File: src/rtl/requant_relu_stage_pkg.sv
// Shared widths, activation limits and the round/ReLU/saturate helper
// used by requant_relu_stage.
package requant_relu_stage_pkg;

   localparam int ACC_W = 32;
   localparam int ACT_W = 8;
   localparam int SUM_W = ACC_W + 1;

   localparam logic signed [ACT_W-1:0] ACT_MIN = -8'sd128;
   localparam logic signed [ACT_W-1:0] ACT_MAX = 8'sd127;

   // Round half up, arithmetic shift, optional ReLU, then clamp to the int8 range.
   // One extra bit of headroom keeps the rounding add from wrapping.
   function automatic logic signed [ACT_W-1:0] requant(
      input logic signed [SUM_W-1:0] sum,
      input int                      shift,
      input logic                    relu
   );
      logic signed [SUM_W:0] ext;
      logic signed [SUM_W:0] one;
      logic signed [SUM_W:0] shifted;
      logic signed [SUM_W:0] hi;
      logic signed [SUM_W:0] lo;
      ext     = (SUM_W+1)'(sum);
      one     = (SUM_W+1)'(1);
      hi      = (SUM_W+1)'(ACT_MAX);
      lo      = (SUM_W+1)'(ACT_MIN);
      shifted = (ext + (one <<< (shift - 1))) >>> shift;
      if (relu && shifted[SUM_W]) begin
         shifted = '0;
      end
      if (shifted > hi) begin
         return ACT_MAX;
      end else if (shifted < lo) begin
         return ACT_MIN;
      end
      return shifted[ACT_W-1:0];
   endfunction

endpackage

File: src/rtl/requant_relu_stage_sync_fifo.sv
// Synchronous FIFO, power-of-two depth, one extra pointer bit for full/empty.
// A push into a full FIFO is taken when a pop happens in the same cycle.
module sync_fifo #(
   parameter int WIDTH = 8,
   parameter int DEPTH = 4
) (
   input  logic             clk,
   input  logic             rst_n,
   input  logic             clr,
   input  logic             push,
   input  logic             pop,
   input  logic [WIDTH-1:0] wdata,
   output logic [WIDTH-1:0] rdata,
   output logic             full,
   output logic             empty
);

   localparam int AW = $clog2(DEPTH);

   logic [WIDTH-1:0] mem_q [DEPTH];
   logic [AW:0]      wr_ptr_q, wr_ptr_d;
   logic [AW:0]      rd_ptr_q, rd_ptr_d;
   logic             wr_en;
   logic             rd_en;

   assign empty = (wr_ptr_q == rd_ptr_q);
   assign full  = (wr_ptr_q[AW] != rd_ptr_q[AW]) && (wr_ptr_q[AW-1:0] == rd_ptr_q[AW-1:0]);
   assign rd_en = pop && !empty;
   assign wr_en = push && (!full || rd_en);
   assign rdata = mem_q[rd_ptr_q[AW-1:0]];

   // Pointer advance; clear empties the FIFO without touching storage.
   always_comb begin
      wr_ptr_d = wr_ptr_q;
      rd_ptr_d = rd_ptr_q;
      if (clr) begin
         wr_ptr_d = '0;
         rd_ptr_d = '0;
      end else begin
         if (wr_en) wr_ptr_d = wr_ptr_q + 1'b1;
         if (rd_en) rd_ptr_d = rd_ptr_q + 1'b1;
      end
   end

   // Pointer registers.
   always_ff @(posedge clk or negedge rst_n) begin
      if (!rst_n) begin
         wr_ptr_q <= '0;
         rd_ptr_q <= '0;
      end else begin
         wr_ptr_q <= wr_ptr_d;
         rd_ptr_q <= rd_ptr_d;
      end
   end

   // Storage write; contents need no reset since the pointers gate visibility.
   always_ff @(posedge clk) begin
      if (wr_en && !clr) begin
         mem_q[wr_ptr_q[AW-1:0]] <= wdata;
      end
   end

endmodule

File: src/rtl/requant_relu_stage.sv
// Bias add, requantize, ReLU and saturate accumulator results into int8
// activations tagged with their neuron index, buffered in an output FIFO.
// Optional running argmax per layer is built when REQUANT_ARGMAX_EN is defined.
module requant_relu_stage
   import requant_relu_stage_pkg::*;
#(
   parameter int NUM_NEURONS = 10,
   parameter int SHIFT       = 7,
   parameter int FIFO_DEPTH  = 4
) (
   input  logic                            clk,
   input  logic                            rst_n,
   input  logic                            acc_valid,
   input  logic signed [ACC_W-1:0]         acc_data,
   input  logic signed [ACC_W-1:0]         bias,
   input  logic                            relu_en,
   input  logic                            clr,
   input  logic                            out_ready,
   output logic                            out_valid,
   output logic signed [ACT_W-1:0]         out_data,
   output logic [$clog2(NUM_NEURONS)-1:0]  out_idx,
   output logic                            out_last,
`ifdef REQUANT_ARGMAX_EN
   output logic                            argmax_valid,
   output logic [$clog2(NUM_NEURONS)-1:0]  argmax_idx,
`endif
   output logic                            overflow
);

   localparam int IDX_W = $clog2(NUM_NEURONS);
   localparam int FW    = ACT_W + IDX_W;
   localparam logic [IDX_W-1:0] LAST_IDX = IDX_W'(NUM_NEURONS - 1);

   logic                    s1_valid_q, s1_valid_d;
   logic signed [SUM_W-1:0] s1_sum_q, s1_sum_d;
   logic                    s1_relu_q, s1_relu_d;
   logic [IDX_W-1:0]        cnt_q, cnt_d;
   logic                    ovf_q, ovf_d;
   logic [FW-1:0]           hold_q, hold_d;

   logic signed [ACT_W-1:0] s2_act;
   logic                    fifo_push, fifo_pop, fifo_full, fifo_empty;
   logic [FW-1:0]           fifo_rdata;
   logic [FW-1:0]           head;

   assign s2_act    = requant(s1_sum_q, SHIFT, s1_relu_q);
   assign fifo_push = s1_valid_q && !clr;
   assign fifo_pop  = !fifo_empty && out_ready;

   sync_fifo #(.WIDTH(FW), .DEPTH(FIFO_DEPTH)) u_fifo (
      .clk   (clk),
      .rst_n (rst_n),
      .clr   (clr),
      .push  (fifo_push),
      .pop   (fifo_pop),
      .wdata ({s2_act, cnt_q}),
      .rdata (fifo_rdata),
      .full  (fifo_full),
      .empty (fifo_empty)
   );

   // When empty, the outputs show the last word that was popped.
   assign head      = fifo_empty ? hold_q : fifo_rdata;
   assign out_valid = !fifo_empty;
   assign out_data  = head[FW-1:IDX_W];
   assign out_idx   = head[IDX_W-1:0];
   assign out_last  = (out_idx == LAST_IDX);
   assign overflow  = ovf_q;

   // Stage 1 capture, neuron counter, sticky overflow and output hold value.
   always_comb begin
      s1_valid_d = acc_valid && !clr;
      s1_sum_d   = s1_sum_q;
      s1_relu_d  = s1_relu_q;
      cnt_d      = cnt_q;
      ovf_d      = ovf_q;
      hold_d     = hold_q;
      if (acc_valid) begin
         s1_sum_d  = SUM_W'(acc_data) + SUM_W'(bias);
         s1_relu_d = relu_en;
      end
      if (fifo_pop) begin
         hold_d = fifo_rdata;
      end
      if (clr) begin
         cnt_d = '0;
         ovf_d = 1'b0;
      end else if (s1_valid_q) begin
         cnt_d = (cnt_q == LAST_IDX) ? '0 : cnt_q + 1'b1;
         if (fifo_full && !fifo_pop) begin
            ovf_d = 1'b1;
         end
      end
   end

   // Pipeline and control registers.
   always_ff @(posedge clk or negedge rst_n) begin
      if (!rst_n) begin
         s1_valid_q <= 1'b0;
         s1_sum_q   <= '0;
         s1_relu_q  <= 1'b0;
         cnt_q      <= '0;
         ovf_q      <= 1'b0;
         hold_q     <= '0;
      end else begin
         s1_valid_q <= s1_valid_d;
         s1_sum_q   <= s1_sum_d;
         s1_relu_q  <= s1_relu_d;
         cnt_q      <= cnt_d;
         ovf_q      <= ovf_d;
         hold_q     <= hold_d;
      end
   end

`ifdef REQUANT_ARGMAX_EN
   logic signed [ACT_W-1:0] max_val_q, max_val_d;
   logic [IDX_W-1:0]        max_idx_q, max_idx_d;
   logic                    am_valid_q, am_valid_d;
   logic [IDX_W-1:0]        am_idx_q, am_idx_d;
   logic                    take;

   assign take         = s2_act > max_val_q;
   assign argmax_valid = am_valid_q;
   assign argmax_idx   = am_idx_q;

   // Running max over stage-2 results, including words the FIFO drops.
   always_comb begin
      max_val_d  = max_val_q;
      max_idx_d  = max_idx_q;
      am_valid_d = 1'b0;
      am_idx_d   = am_idx_q;
      if (clr) begin
         max_val_d = ACT_MIN;
         max_idx_d = '0;
         am_idx_d  = '0;
      end else if (s1_valid_q) begin
         if (cnt_q == LAST_IDX) begin
            am_valid_d = 1'b1;
            am_idx_d   = take ? cnt_q : max_idx_q;
            max_val_d  = ACT_MIN;
            max_idx_d  = '0;
         end else if (take) begin
            max_val_d = s2_act;
            max_idx_d = cnt_q;
         end
      end
   end

   // Argmax registers.
   always_ff @(posedge clk or negedge rst_n) begin
      if (!rst_n) begin
         max_val_q  <= ACT_MIN;
         max_idx_q  <= '0;
         am_valid_q <= 1'b0;
         am_idx_q   <= '0;
      end else begin
         max_val_q  <= max_val_d;
         max_idx_q  <= max_idx_d;
         am_valid_q <= am_valid_d;
         am_idx_q   <= am_idx_d;
      end
   end
`endif

endmodule

File: config.mk
export PLATFORM = sky130hd
export DESIGN_NAME = requant_relu_stage
export DESIGN_NICKNAME = d
export VERILOG_FILES = /design/src/rtl/requant_relu_stage_pkg.sv /design/src/rtl/requant_relu_stage_sync_fifo.sv /design/src/rtl/requant_relu_stage.sv
export SDC_FILE = /design/constraint.sdc
export NUM_CORES = 1
export LEC_CHECK = 0
export ABC_AREA = 1
export BUFFER_PORTS_ARGS = -buffer_cell sky130_fd_sc_hd__buf_2
export CAP_MARGIN = 20
export CORE_ASPECT_RATIO = 0.9
export CORE_MARGIN = 2
export CORE_UTILIZATION = 55
export CTS_BUF_LIST = sky130_fd_sc_hd__clkbuf_16
export DETAILED_ROUTE_END_ITERATION = 16
export GPL_TIMING_DRIVEN = 0
export PLACE_DENSITY = 0.76
export SYNTH_ARGS = -nofsm -noshare
export SYNTH_HDL_FRONTEND = slang
export SYNTH_HIERARCHICAL = 1
export SYNTH_SLANG_ARGS = --single-unit
File: constraint.sdc
create_clock -name clk -period 3.25 [get_ports clk]
set_input_delay 0.325 -clock clk [delete_from_list [all_inputs] [get_ports clk]]
set_output_delay 0.325 -clock clk [all_outputs]
set_load 0.02 [all_outputs]
---- Word-level counts from Yosys, hierarchy flattened ----
Memories as Yosys holds them, arrays and structs flattened.
Cells that the tools add are included.
operators by class
  add/subtract/negate cells ............... 5
  order comparisons ....................... 2
  equal/unequal tests ..................... 5
  muxes and demuxes ....................... 19
  reduce and logical (&&, ||, !) cells .... 19
operators with widths
  cell                                                                   number
  33-bit by 8-bit adder with 34-bit output, second input constant        1
  34-bit by 8-bit > comparator with 1-bit output, second input constant  1
  34-bit by 8-bit < comparator with 1-bit output, second input constant  1
  34-bit 2-to-1 mux                                                      1
  32-bit by 32-bit adder with 33-bit output                              1
  8-bit 2-to-1 mux                                                       3
  12-bit 2-to-1 mux                                                      1
  3-bit 2-to-1 mux                                                       4
  4-bit 2-to-1 mux                                                       3
  1-bit logical AND                                                      9
  4-bit equality test, second input constant                             2
  2-bit nonzero test                                                     4
  1-bit 2-to-1 mux                                                       7
  3-bit by 1-bit adder with 3-bit output, second input constant          2
  4-bit by 1-bit adder with 4-bit output, second input constant          1
  1-bit zero test                                                        4
  3-bit equality test                                                    1
  2-bit equality test                                                    1
  2-bit AND reduction                                                    1
  1-bit logical OR                                                       1
  1-bit != test                                                          1
storage, ports and cells
  flip-flop bits (word level) ............. 58
  RAM bits ................................ 48
  logic and storage cells ................. 59
  memories kept ........................... 1
memory list
  name          depth  bits a word  rd ports  clocked after memory_dff  write ports  line                                RTL
  u_fifo.mem_q  4      12           1         0                         1            requant_relu_stage_sync_fifo.sv:20  logic [WIDTH-1:0] mem_q [DEPTH];

---- Longest topological paths before layout ----
Gate-level depths: netlist of the first run.
  word-level depth ........................ 9
  gate-level depth with buffers ........... 15

---- Cells and area by module ----
The synthesis of the first run kept the hierarchy.
modules (own cells, without submodules)
  module              instances  cells each  area each (µm²)  sequential area each (µm²)
  requant_relu_stage  1          791         4842.1           1151.1
  sync_fifo           1          179         2269.7           1591.5

---- Least setup slack after synthesis of the first run ----
OpenSTA, ideal clock, no wires.
  path type ............................... register to register
  from .................................... reg u_fifo.rd_ptr_q[0]
  to ...................................... mem u_fifo/mem_q[0][0] in the netlist's numbering (enable)
  library setup time ...................... 0.380 ns
  arrival time ............................ 2.370 ns
  required time ........................... 2.870 ns
  setup slack ............................. 0.499 ns
  cell stages (with the launch flop) ...... 14
  path buffers ............................ 2
  clock period less this slack ............ 2.751 ns
  cells stage by stage .................... dfrtp_1 > buf_6 > nand2_1 > nand2_2 > nand3_2 > inv_1 > inv_1 > nand2_1 > clkbuf_1 > inv_1 > inv_1 > nand4_4 > nand3_2 > nor2_1
on the way
  cells in the longest elaborated chain, start to end .. 9
RTL lines
  what                                    line                                RTL
  start: declaration                      requant_relu_stage_sync_fifo.sv:22  logic [AW:0] rd_ptr_q, rd_ptr_d;
  start signal: assignment                requant_relu_stage_sync_fifo.sv:52  rd_ptr_q <= rd_ptr_d;
  3-bit equality test                     requant_relu_stage_sync_fifo.sv:26  assign empty = (wr_ptr_q == rd_ptr_q);
  net fifo_empty                          requant_relu_stage.sv:42            logic fifo_push, fifo_pop, fifo_full, fifo_empty;
  1-bit zero test                         -
  net out_valid                           requant_relu_stage.sv:19            output logic out_valid,
  1-bit logical AND                       requant_relu_stage.sv:48            assign fifo_pop = !fifo_empty && out_ready;
  net fifo_pop                            requant_relu_stage.sv:42
  1-bit logical AND                       requant_relu_stage_sync_fifo.sv:28  assign rd_en = pop && !empty;
  1-bit logical OR                        requant_relu_stage_sync_fifo.sv:29  assign wr_en = push && (!full || rd_en);
  1-bit logical AND                       requant_relu_stage_sync_fifo.sv:29
  1-bit logical AND                       requant_relu_stage_sync_fifo.sv:58  if (wr_en && !clr) begin
  1-bit 2-to-1 mux                        requant_relu_stage_sync_fifo.sv:58
  1-bit 2-to-1 mux (not written as such)  requant_relu_stage_sync_fifo.sv:59  mem_q[wr_ptr_q[AW-1:0]] <= wdata;
  end: declaration                        requant_relu_stage_sync_fifo.sv:20
The timed path passes the listed nets, and every way through them passes these cells.

---- Worst setup path in the final report of the first run ----
  from .................................... reg u_fifo.rd_ptr_q[2]
  to ...................................... mem u_fifo/mem_q[2][9] in the netlist's numbering (enable)
on the way
  cells in the longest elaborated chain, start to end .. 9
RTL lines
  what                                    line
  3-bit equality test                     requant_relu_stage_sync_fifo.sv:26
  net fifo_empty                          requant_relu_stage.sv:42
  1-bit zero test                         requant_relu_stage.sv:48
  1-bit logical AND                       requant_relu_stage.sv:48
  net fifo_pop                            requant_relu_stage.sv:42
  1-bit logical AND                       requant_relu_stage_sync_fifo.sv:28
  1-bit logical OR                        requant_relu_stage_sync_fifo.sv:29
  1-bit logical AND                       requant_relu_stage_sync_fifo.sv:29
  1-bit logical AND                       requant_relu_stage_sync_fifo.sv:58
  1-bit 2-to-1 mux                        requant_relu_stage_sync_fifo.sv:58
  1-bit 2-to-1 mux (not written as such)  requant_relu_stage_sync_fifo.sv:59
The timed path passes the listed nets, and every way through them passes these cells.

==> reports/results.txt, run 1 <==
Largest net degree at the start of global routing -> 28
RD Place Congestion -> 0.923
Syn_nets -> 1079
Layout cells sized above 1 -> 14.2%
Post-Place Cell Area -> 0.00776 mm2
CTS Hold Bufs -> 0
Leakage -> 0.00378 uW
Drt initial violations -> 614
FMAX -> 0.337 GHz
Yosys top cell by area -> edfxtp_1
CTS tree -> yes
Post-synth EDFFs -> 48
Non-filler cells, final -> 1238
Critical Path Sink Type -> flop
Final setup violation count -> 0
Distinct cells, synth -> 42
Die X -> 124 um
Psw -> 1240 uW
Yosys warnings -> 6
Clock share of power -> 28.6%
# nets final -> 1178
Clk buf depth -> 2
Final worst path period share -> 91.3%
Worst EP required -> 3.30 ns
CP max stage delay -> 0.44 ns
Post-synth ARST share -> 52.0%
Root Driver -> clkbuf_16
Dpl cells -> 1219
Ys flop type -> dfrtp_1
ANT nets after route -> 0
Row Count -> 39
Number of global-route vias before repair -> 5938
Post-Place Worst Slack -> -0.189 ns
RSZ-0062 raised after global routing -> no
Critical path, cell by cell -> inv_1 > nand2_1 > nand2_1 > inv_1 > nand3_2 > inv_1 > inv_1 > nand2_1 > clkbuf_2 > inv_1 > inv_1 > nand4_4 > nand3_2 > nor2_2 > buf_4
Antenna violations before repair -> 0
CP Class -> reg2reg
Gr ovfl total -> 0
Clk sinks -> 100
DRT Pass-1 Iters -> 5
Initial Util -> 56.3%
Total Power -> 3590 uW
Number of port buffers -> 83
Global-route wire length before repair -> 28.8 mm
Post-DP HPWL -> 13.6 mm
Hold Slack -> 0.00139 ns
DRT Wirelength -> 17.3 mm
Mapped cell area -> 0.00711 mm2
Total Die Area -> 0.0139 mm2
Worst vdd ir -> 242 uV
Cells after synthesis -> 970
Sequential share of power -> 43.7%
Worst Setup Start Kind -> flop
Minimum clock period -> 2.97 ns
P_int -> 2350 uW
Diodes inserted -> 0
Combinational Power Share -> 27.7%
Yosys reg bits -> 100
Area of the core -> 0.0126 mm2
Final Max Slew Viols -> 0
Via count -> 6750
Max H-tree Level -> 3
Crit Path Max Fanout -> 10
Sw frac -> 34.5%
Max-capacitance violation count -> 0
Clk_lat worst skew -> 0.35 ns
Final Hold Violating Endpoints -> 0
Run status -> finished clean
Final Cell Area -> 0.00808 mm2
Final WS setup -> 0.284 ns
Num CTS Buffers -> 9
Die extent in y -> 112 um
Ranking of synthesized cells by area -> edfxtp_1, dfrtp_1, nand2_1
Sequential cell area fraction in the yosys report -> 38.6%
Area grow syn2layout -> 13.6%
Clock skew -> 0.00556 ns
Crit-path most repeated cell -> inv_1
Syn Area/Cell -> 7.33 um2
Clock-pin slew on the worst setup and hold paths -> 0.07 ns
Worst path slowest cell -> dfrtp_1
Mean routed wirelength per cell -> 14.0 um
Crit path DAT -> 3.02 ns
Worst rel slew slack -> 55.5%
Vias per std cell -> 5.45
Synth top area share -> 20.3%
DRC Markers -> 0
Top Ports -> 85
Cell Pwr Density -> 444 mW/mm2
Aggregate global-route resource usage -> 26.2%
Slew @ Worst Pin -> 0.668 ns
Hold Crit Class -> in2async
## cells in the mapped netlist, types with 2 or more instances
library cell    n
a21o_1          9
a21oi_1        39
a31oi_1         6
and3_1          2
buf_2           4
clkbuf_1       10
clkbuf_4        2
dfrtp_1        52
edfxtp_1       48
ha_1           39
inv_1          96
nand2_1       256
nand2_2         8
nand3_1        74
nand3_2         5
nand3b_1        3
nand4_1        13
nor2_1        121
nor2_2          9
nor2_4          2
nor3_1         10
nor4_1          2
o21a_1          3
o21ai_0        95
o21bai_1        6
o22ai_1        14
or2_2           8
xnor2_1        11
xor2_1         10
## path summary, 6_finish.rpt
kind                                                 to  slack, ns                           start  cells past startpoint
max                        u_fifo/mem_q[2][9]$_DFFE_PP_       0.28  u_fifo/rd_ptr_q[2]$_DFFE_PN0P_                     15
min                               hold_q[9]$_DFFE_PN0P_      0.001                           rst_n                      1
max reg2reg                u_fifo/mem_q[2][9]$_DFFE_PP_       0.28  u_fifo/rd_ptr_q[2]$_DFFE_PN0P_                     15
min reg2reg                      hold_q[11]$_DFFE_PN0P_       0.49          hold_q[11]$_DFFE_PN0P_                      2
max in group asynchronous      s1_sum_q[31]$_DFFE_PN0P_       2.67                           rst_n                      2
min in group clk                   s1_valid_q$_DFF_PN0_       0.19                             clr                      2
## sequential cells by signal, indices dropped and copies added, names as in the netlist
name,flops
hold_q,12
s1_relu_q,1
cnt_q,4
u_fifo/wr_ptr_q,3
u_fifo/mem_q,48
s1_valid_q,1
u_fifo/rd_ptr_q,3
s1_sum_q,27
overflow,1
## critical path, delay by kind of cell, from the launching register on
family / cells / cell delay [ns]
buffers and inverters: 8 / 1.18
DFF: 1 / 0.44
and+or+nand+nor: 7 / 1.04
## stage by stage
stage / setup TNS (ns) / utilization [%]
floorplan: 0 / -
global placement: -5.55 / 61.2
detailed placement: -6.61 / 61.4
CTS: -7.66 / 63.7
global route: 0 / 63.9
finish: 0 / 63.9
## timing repair
action,in CTS,in global routing
endpoints found under the hold margin,0,0
endpoints found under the setup margin,36,39
resized for setup,0,5
setup buffers,0,0
pin swaps,0,0
## cells in the final DEF (no fill, tap or decap), types with 2 or more instances in the layout
| cell | count |
|---|---|
| a21o_1 | 9 |
| clkbuf_16 | 9 |
| xor2_1 | 10 |
| o22ai_1 | 14 |
| or2_2 | 8 |
| nand3_1 | 74 |
| clkbuf_2 | 2 |
| clkinv_4 | 2 |
| edfxtp_1 | 48 |
| nor2_4 | 3 |
| nand4_1 | 13 |
| nand2_2 | 8 |
| inv_1 | 97 |
| clkbuf_1 | 9 |
| buf_4 | 4 |
| nor2_1 | 119 |
| clkbuf_4 | 2 |
| and3_1 | 2 |
| nor2_2 | 10 |
| inv_8 | 2 |
| o21bai_1 | 6 |
| buf_2 | 87 |
| xnor2_1 | 11 |
| nand3b_1 | 3 |
| nand3_2 | 5 |
| a31oi_1 | 6 |
| o21a_1 | 3 |
| dfrtp_1 | 52 |
| o21ai_0 | 95 |
| nor4_1 | 2 |
| a21oi_1 | 39 |
| ha_1 | 39 |
| nor3_1 | 10 |
| nand2_1 | 256 |
## layer usage
| layer | vias up | track usage [%] | share of wire (%) |
|---|---|---|---|
| met4 | 0 | 4.92 | 0.89 |
| met2 | 197 | 42.1 | 46 |
| met3 | 14 | 3.79 | 5.2 |
| li1 | 3453 | - | - |
| met5 | - | 0 | 0 |
| met1 | 3086 | 38.0 | 48 |
## kinds of logic (layout without fill, tap and decap cells)
family | after synthesis | after routing | share of synthesized area [%]
simple gates | 516 | 516 | 31.5
flops | 100 | 100 | 38.6
xor+xnor | 22 | 22 | 2.81
compound gates | 176 | 176 | 13.5
fa+ha+maj | 39 | 39 | 6.86
buf+inv | 117 | 221 | 6.67
## power groups by stage
stage	Sequential (uW)	Combinational, uW	Clock, uW
global route	1590	1140	1100
detailed placement	1590	980	0
global placement	1590	964	0
floorplan	1560	720	0
CTS	1570	988	1050
finish	1570	993	1030
## layout make-up
class | count | area, um2
Multi-Input combinational cell | 753 | 3910
Tap cell | 164 | 205
Fill cell | 1140 | 4560
Buffer | 20 | 109
Clock buffer | 9 | 225
Timing Repair Buffer | 88 | 465
Sequential cell | 100 | 2740
Clock inverter | 7 | 60.1
Inverter | 97 | 367
(Power assumes the default switching activity.)
==> inputs of run 2 (changes only) <==
--- a/config.mk
+++ b/config.mk
@@ -5,16 +5,14 @@
 export SDC_FILE = /design/constraint.sdc
 export NUM_CORES = 1
 export LEC_CHECK = 0
-export ABC_AREA = 1
 export BUFFER_PORTS_ARGS = -buffer_cell sky130_fd_sc_hd__buf_2
-export CAP_MARGIN = 20
 export CORE_ASPECT_RATIO = 0.9
 export CORE_MARGIN = 2
-export CORE_UTILIZATION = 55
+export CORE_UTILIZATION = 53
 export CTS_BUF_LIST = sky130_fd_sc_hd__clkbuf_16
 export DETAILED_ROUTE_END_ITERATION = 16
 export GPL_TIMING_DRIVEN = 0
-export PLACE_DENSITY = 0.76
+export PLACE_DENSITY = 0.77
 export SYNTH_ARGS = -nofsm -noshare
 export SYNTH_HDL_FRONTEND = slang
 export SYNTH_HIERARCHICAL = 1
==> constraint.sdc (replaced) <==
create_clock -name clk -period 2.6 [get_ports clk]
set_input_delay 0.26 -clock clk [delete_from_list [all_inputs] [get_ports clk]]
set_output_delay 0.26 -clock clk [all_outputs]
set_load 0.02 [all_outputs]
==> run 2 against run 1 <==
Net effect:
- the flow now finishes with violations (setup timing)
- power grew 36%
- largest cell class unchanged
- wire length shrank 9.6%
- flip-flop and latch count is the same
- fmax grew 2.7%
- core utilization grew 1.4 points
- register-to-register slack lost 0.57 ns
- via count shrank 20%
- critical path depth shrank 6
- die area shrank 4.6%
- sequential share of layout area grew 1.0 points
- final area shrank 2.7%
- combinational power grew 37%
==> reports/results.txt, run 2 <==
Post-synth ARST share -> 52.0% (unchanged)
Root Driver -> clkbuf_16
Worst flop-to-flop path endpoint -> u_fifo/mem_q[2][4]$_DFFE_PP_
Gr ovfl total -> 0 (unchanged)
Row Count -> 38 (-2.6%)
WHS Endpoint -> s1_relu_q$_DFFE_PN0P_
Ranking of synthesized cells by area -> edfxtp_1, dfrtp_1, ha_1
Worst vdd ir -> 356 uV (+47%)
Clk sinks -> 100 (unchanged)
Non-filler cells, final -> 896 (-28%)
Yosys warnings -> 6 (unchanged)
Yosys top cell by area -> edfxtp_1
Final Cell Area -> 0.00786 mm2 (-2.7%)
Worst rel slew slack -> 20.1% (-35 points)
Number of global-route vias before repair -> 5260 (-11%)
Post-DP HPWL -> 11.1 mm (-18%)
Layout cells sized above 1 -> 31.1% (+17 points)
CTS tree -> yes
Die extent in y -> 109 um (-2.3%)
Post-Place Cell Area -> 0.00718 mm2 (-7.5%)
Die X -> 121 um (-2.4%)
Run status -> finished, violations left
DRC Markers -> 0 (unchanged)
Area grow syn2layout -> 20.5%
Failing checks -> setup timing
Crit path DAT -> 2.97 ns (-0.05 ns)
Mean routed wirelength per cell -> 17.4 um (+25%)
Final WS setup -> -0.287 ns (-0.571 ns)
Hold Crit Class -> in2reg
Post-route met1 wirelength -> 6.73 mm (-18%)
Worst Setup Start Kind -> flop
HP Start -> relu_en
Initial Util -> 54.2% (-2.0 points)
CP max stage delay -> 0.57 ns (+0.13 ns)
DRT Pass-1 Iters -> 7 (+2)
Total Power -> 4890 uW (+36%)
Via count -> 5390 (-20%)
FMAX -> 0.346 GHz (+2.7%)
Cell Pwr Density -> 621 mW/mm2 (+40%)
Clk_lat worst skew -> 0.35 ns (about the same)
Met2 WL -> 7.88 mm (-1.5%)
Diodes inserted -> 0 (unchanged)
Sequential cell area fraction in the yosys report -> 42.0% (+3.5 points)
Worst EP required -> 2.68 ns (-0.62 ns)
Minimum clock period -> 2.89 ns (-0.0791 ns)
Vias per std cell -> 6.02 (+10%)
Distinct cells, synth -> 71 (+69%)
Final worst path period share -> 111% (+20 points)
Syn_nets -> 726 (-33%)
Critical Path Sink Type -> flop
Ys flop type -> dfrtp_1
Clock skew -> 0.00461 ns (-0.000943 ns)
Most frequent cells after synthesis -> dfrtp_1, nand2_1, edfxtp_1, ha_1, a21oi_1
Cells after synthesis -> 617 (-36%)
Top layer in use -> met4
ANT nets after route -> 0 (unchanged)
Top Ports -> 85 (unchanged)
Hold depth -> 2
Leakage -> 0.00320 uW (-15%)
Number of port buffers -> 84 (+1.2%)
Mapped cell area -> 0.00652 mm2 (-8.3%)
CP Class -> reg2reg
Crit Path Max Fanout -> 9 (-1)
Metal3 WL -> 608 um (-32%)
Final Max Slew Viols -> 0 (unchanged)
Top-count cell post-synth -> dfrtp_1
Most frequent cells in the layout -> buf_2, nand2_1, edfxtp_1
CP Buf/Inv Count -> 2 (-6)
RD Place Congestion -> 0.869 (-5.8%)
Post-Place Worst Slack -> -0.519 ns (-0.331 ns)
Num CTS Buffers -> 9 (unchanged)
Clk buf depth -> 2 (unchanged)
Global-route wire length before repair -> 25.2 mm (-13%)
Levels on crit path -> 9 (-6)
R2r setup slk -> -0.29 ns (-0.57 ns)
Drt initial violations -> 365 (-41%)
Syn Area/Cell -> 10.6 um2 (+44%)
Antenna violations before repair -> 0 (unchanged)
RSZ-0062 raised after global routing -> yes
Max H-tree Level -> 3 (unchanged)
Aggregate global-route resource usage -> 24.2% (-2.0 points)
CP delay by family, top -> simple AND/OR/NAND/NOR gates
Final setup violation count -> 28 (+28)
Hold Slack -> 0.143 ns (+0.141 ns)
Most common cell after layout, fill and taps aside -> buf_2
Largest net degree at the start of global routing -> 53 (+89%)
Total Die Area -> 0.0132 mm2 (-4.6%)
Max-capacitance violation count -> 0 (unchanged)
Area of the core -> 0.0120 mm2 (-4.8%)
Post-synth EDFFs -> 48 (unchanged)
R2R Path Start -> s1_sum_q[7]$_DFFE_PN0P_
Final Hold Violating Endpoints -> 0 (unchanged)
Critical path, cell by cell -> buf_4 > nand3_2 > or2_4 > o21ai_0 > nand4b_1 > or4_4 > o41ai_4 > buf_6 > o21ai_2
Max FFs per register -> 48 (unchanged)
CTS Hold Bufs -> 0 (unchanged)
DRT Wirelength -> 15.6 mm (-9.6%)
Slew @ Worst Pin -> 1.20 ns (+0.531 ns)
Worst path slowest cell -> or4_4
Clock-pin slew on the worst setup and hold paths -> 0.07 ns (about the same)
# nets final -> 840 (-29%)
R2R cell count -> 9 (-6)
Dpl cells -> 861 (-29%)
Synth top area share -> 22.1% (+1.8 points)
Yosys reg bits -> 100 (unchanged)
==> run 2: logic make-up after synthesis <==
group           synth area share, %
compound gates                 16.4
mux                            11.3
flops                          42.0
simple gates                   15.9
buf+inv                        2.92
fa+ha+maj                      7.48
xor+xnor                       3.89
==> run 2: final cells by class <==
class	count	area, um2
fill	951	4170
tap	160	200
sequential	100	2750
inverter	28	105
buffer	18	95.1
multi-input combinational	469	3800
clock buffer	9	225
clock inverter	7	105
timing repair buffer	105	584
==> run 2: power breakdown <==
part	switching, uW	internal (uW)	leakage, uW	total (uW)
logic	741	614	0.00197	1360
registers	186	1850	0.00107	2040
clock network	631	861	0.000164	1490
==> run 2: metal layers <==
metal	vias to the layer above	global-route usage [%]
met5	-	0
met4	0	9.47
met3	37	3.09
met2	184	43.3
met1	2582	29.8
li1	2587	-
==> run 2: worst max-delay path by stage <==
stage                                         startpoint  slack [ns]                           end
after floorplan           u_fifo/rd_ptr_q[0]$_DFFE_PN0P_        0.01  u_fifo/mem_q[0][0]$_DFFE_PP_
after global placement    u_fifo/rd_ptr_q[1]$_DFFE_PN0P_       -0.41  u_fifo/mem_q[0][5]$_DFFE_PP_
after detailed placement  u_fifo/rd_ptr_q[1]$_DFFE_PN0P_       -0.52  u_fifo/mem_q[0][5]$_DFFE_PP_
after CTS                        s1_sum_q[7]$_DFFE_PN0P_       -0.16  u_fifo/mem_q[3][4]$_DFFE_PP_
after global routing            s1_sum_q[14]$_DFFE_PN0P_       -0.33  u_fifo/mem_q[0][4]$_DFFE_PP_
final                            s1_sum_q[7]$_DFFE_PN0P_       -0.29  u_fifo/mem_q[2][4]$_DFFE_PP_
==> run 2: metrics by stage <==
step                      util (%)  setup TNS (ns)
after floorplan                  -               0
after global placement        59.7          -31.73
after detailed placement      59.7          -38.70
after CTS                     64.2           -4.35
after global routing          65.4           -9.27
final                         65.4           -7.66
==> run 2: timing repair <==
action | CTS | global route
cloned | 1 | 0
buffers inserted | 12 | 9
endpoints found under the setup margin | 93 | 82
resized for setup | 38 | 20
pin swaps | 7 | 4
==> run 2: worst reg2reg max path, cell delays in order, from the launching register on <==
cell	delay [ns]
dfrtp_2	0.43
buf_4	0.13
nand3_2	0.15
or2_4	0.34
o21ai_0	0.22
nand4b_1	0.17
or4_4	0.58
o41ai_4	0.30
buf_6	0.20
o21ai_2	0.10
==> inputs of run 3 (changes only) <==
--- a/config.mk
+++ b/config.mk
@@ -5,14 +5,15 @@
 export SDC_FILE = /design/constraint.sdc
 export NUM_CORES = 1
 export LEC_CHECK = 0
+export ABC_AREA = 1
 export BUFFER_PORTS_ARGS = -buffer_cell sky130_fd_sc_hd__buf_2
 export CORE_ASPECT_RATIO = 0.9
 export CORE_MARGIN = 2
-export CORE_UTILIZATION = 53
+export CORE_UTILIZATION = 54
 export CTS_BUF_LIST = sky130_fd_sc_hd__clkbuf_16
 export DETAILED_ROUTE_END_ITERATION = 16
 export GPL_TIMING_DRIVEN = 0
-export PLACE_DENSITY = 0.77
+export PLACE_DENSITY = 0.78
 export SYNTH_ARGS = -nofsm -noshare
 export SYNTH_HDL_FRONTEND = slang
 export SYNTH_HIERARCHICAL = 1
==> run 3 against run 2 <==
Net effect:
- core utilization decreased by 1.1 points
- via count up 27%
- final cell count grew 38%
- largest cell class unchanged
- sequential share of layout area is 1.6 points lower
- first-iteration DRC count rose by 74%
- power fell by 7.3%
- clock power fell by 13%
- critical path depth rose by 3
- fmax up 19%
- clock skew rose by 0.0063 ns
- global-route usage grew 1.5 points
- final area rose by 4.5%
- the flow now finishes without violations
==> reports/results.txt, run 3 (synthesized netlist as in run 1, its figures left out) <==
Run status -> finished clean
Clk_lat worst skew -> 0.35 ns (about the same)
Via count -> 6856 (+27%)
Crit path capture -> u_fifo/mem_q[2][5]$_DFFE_PP_
Final worst path period share -> 93.6% (-17 points)
Die extent in y -> 113 um (+3.3%)
R2r setup slk -> 0.17 ns (+0.45 ns)
Aggregate global-route resource usage -> 25.7% (+1.5 points)
Mean routed wirelength per cell -> 14.4 um (-17%)
Number of global-route vias before repair -> 6211 (+18%)
Vias per std cell -> 5.53 (-8.0%)
Clk buf depth -> 2 (unchanged)
Most common cell after layout, fill and taps aside -> nand2_1
# nets final -> 1179 (+40%)
Dpl cells -> 1217 (+41%)
DRT Pass-1 Iters -> 5 (-2)
RD Place Congestion -> 0.924 (+6.3%)
Post-Place Cell Area -> 0.00773 mm2 (+7.7%)
Post-DP HPWL -> 13.6 mm (+22%)
Critical path, cell by cell -> ha_4 > nand2_1 > nor2_4 > nand2_2 > nor3_1 > nor2_1 > nand2_1 > nand2_1 > nor2_1 > nand3b_1 > o21ai_4 > nand2_1
Final Max Slew Viols -> 0 (unchanged)
Drt initial violations -> 636 (+74%)
Worst rel slew slack -> 19.8% (-0.29 points)
Num CTS Buffers -> 9 (unchanged)
Critical Path Source -> s1_sum_q[6]$_DFFE_PN0P_
Worst path slowest cell -> dfrtp_2
Final Hold Violating Endpoints -> 0 (unchanged)
CP max stage delay -> 0.43 ns (-0.14 ns)
Diodes inserted -> 0 (unchanged)
DRC Markers -> 0 (unchanged)
Row Count -> 39 (+2.6%)
Clock-pin slew on the worst setup and hold paths -> 0.07 ns (about the same)
CTS tree -> yes
Worst vdd ir -> 381 uV (+7.2%)
Max H-tree Level -> 3 (unchanged)
Critical Path Sink Type -> flop
Layout cells sized above 1 -> 15.8% (-15 points)
Crit path DAT -> 2.50 ns (-0.47 ns)
Post-Place Worst Slack -> -0.850 ns (-0.330 ns)
FMAX -> 0.411 GHz (+19%)
R2R Path Start -> s1_sum_q[6]$_DFFE_PN0P_
Cell Pwr Density -> 551 mW/mm2 (-11%)
Initial Util -> 55.6% (+1.4 points)
Worst Setup Start Kind -> flop
Hold Slack -> 0.136 ns (-0.00659 ns)
Max FFs per register -> 48 (unchanged)
Hold Crit Class -> in2reg
Antenna violations before repair -> 0 (unchanged)
Max-capacitance violation count -> 0 (unchanged)
Leakage -> 0.00380 uW (+19%)
Most frequent cells in the layout -> nand2_1, nor2_1, inv_1
R2R cell count -> 12 (+3)
Clock skew -> 0.0109 ns (+0.00627 ns)
Total Die Area -> 0.0141 mm2 (+6.8%)
Fin util -> 64.3% (-1.1 points)
Number of port buffers -> 83 (-1.2%)
Crit Path Max Fanout -> 7 (-2)
DRT Wirelength -> 17.9 mm (+14%)
Final setup violation count -> 0 (-100%)
Root Driver -> clkbuf_16
ANT nets after route -> 0 (unchanged)
CP Class -> reg2reg
Worst EP required -> 2.67 ns (about the same)
Final Cell Area -> 0.00822 mm2 (+4.5%)
Final WS setup -> 0.166 ns (+0.453 ns)
Slew @ Worst Pin -> 1.20 ns (+0.00433 ns)
Global-route wire length before repair -> 29.7 mm (+18%)
Area of the core -> 0.0128 mm2 (+6.3%)
Non-filler cells, final -> 1239 (+38%)
Area grow syn2layout -> 15.6%
Crit-path most repeated cell -> nand2_1
Largest net degree at the start of global routing -> 53 (unchanged)
Die X -> 125 um (+3.3%)
Worst flop-to-flop path endpoint -> u_fifo/mem_q[2][5]$_DFFE_PP_
Clk sinks -> 100 (unchanged)
Minimum clock period -> 2.43 ns (-0.453 ns)
Hold depth -> 3 (+1)
Gr ovfl total -> 0 (unchanged)
Top Ports -> 85 (unchanged)
## run 3: area by class of cell
type,count,area (um2)
buffer,19,115
clock inverter,7,58.8
inverter,97,369
multi-input combinational,753,3980
tap,164,205
timing repair buffer,90,518
fill,1119,4570
clock buffer,9,225
sequential,100,2750
## run 3: how the worst min path moves through the flow
stage / startpoint / slack [ns] / to
2_1_floorplan: rst_n / -0.04 / cnt_q[0]$_DFFE_PN0P_
3_3_place_gp: hold_q[6]$_DFFE_PN0P_ / 0.47 / hold_q[6]$_DFFE_PN0P_
3_5_place_dp: hold_q[6]$_DFFE_PN0P_ / 0.47 / hold_q[6]$_DFFE_PN0P_
4_1_cts: clr / 0.13 / s1_valid_q$_DFF_PN0_
5_1_grt: relu_en / 0.15 / s1_relu_q$_DFFE_PN0P_
6_report: relu_en / 0.14 / s1_relu_q$_DFFE_PN0P_
## run 3: timing repair
item | 4_1_cts | 5_1_grt
setup endpoints to repair | 88 | 85
hold buffers | 0 | 0
gates cloned | 0 | 0
gates resized for setup | 15 | 21
pin swaps | 5 | 1
buffers inserted | 7 | 0
## run 3: critical path, delay by kind of cell (launching register included)
kind | cells | cell delay, ns
simple gates | 10 | 1.22
compound gates | 1 | 0.30
fa+ha+maj | 1 | 0.21
flops | 1 | 0.43
## run 3: metrics by stage
stage                     power (uW)  TNS, ns
after floorplan                 2850    -7.24
after global placement          3190   -36.38
after detailed placement        3220   -39.70
after CTS                       4510        0
after global routing            4810  -0.0261
final                           4530        0
## run 3: metal layers
metal  up-vias  global-route usage (%)  routed length, um
met5         -                       0                  0
met1      3125                    36.1               8310
li1       3448                       -                  -
met3        28                    4.44               1300
met2       255                    42.2               8060
met4         0                    5.41                214
## run 3: where the power goes
group | switching, uW | leakage, uW | internal [uW]
clock | 626 | 0.000137 | 665
combinational | 798 | 0.00258 | 466
sequential | 154 | 0.00108 | 1820
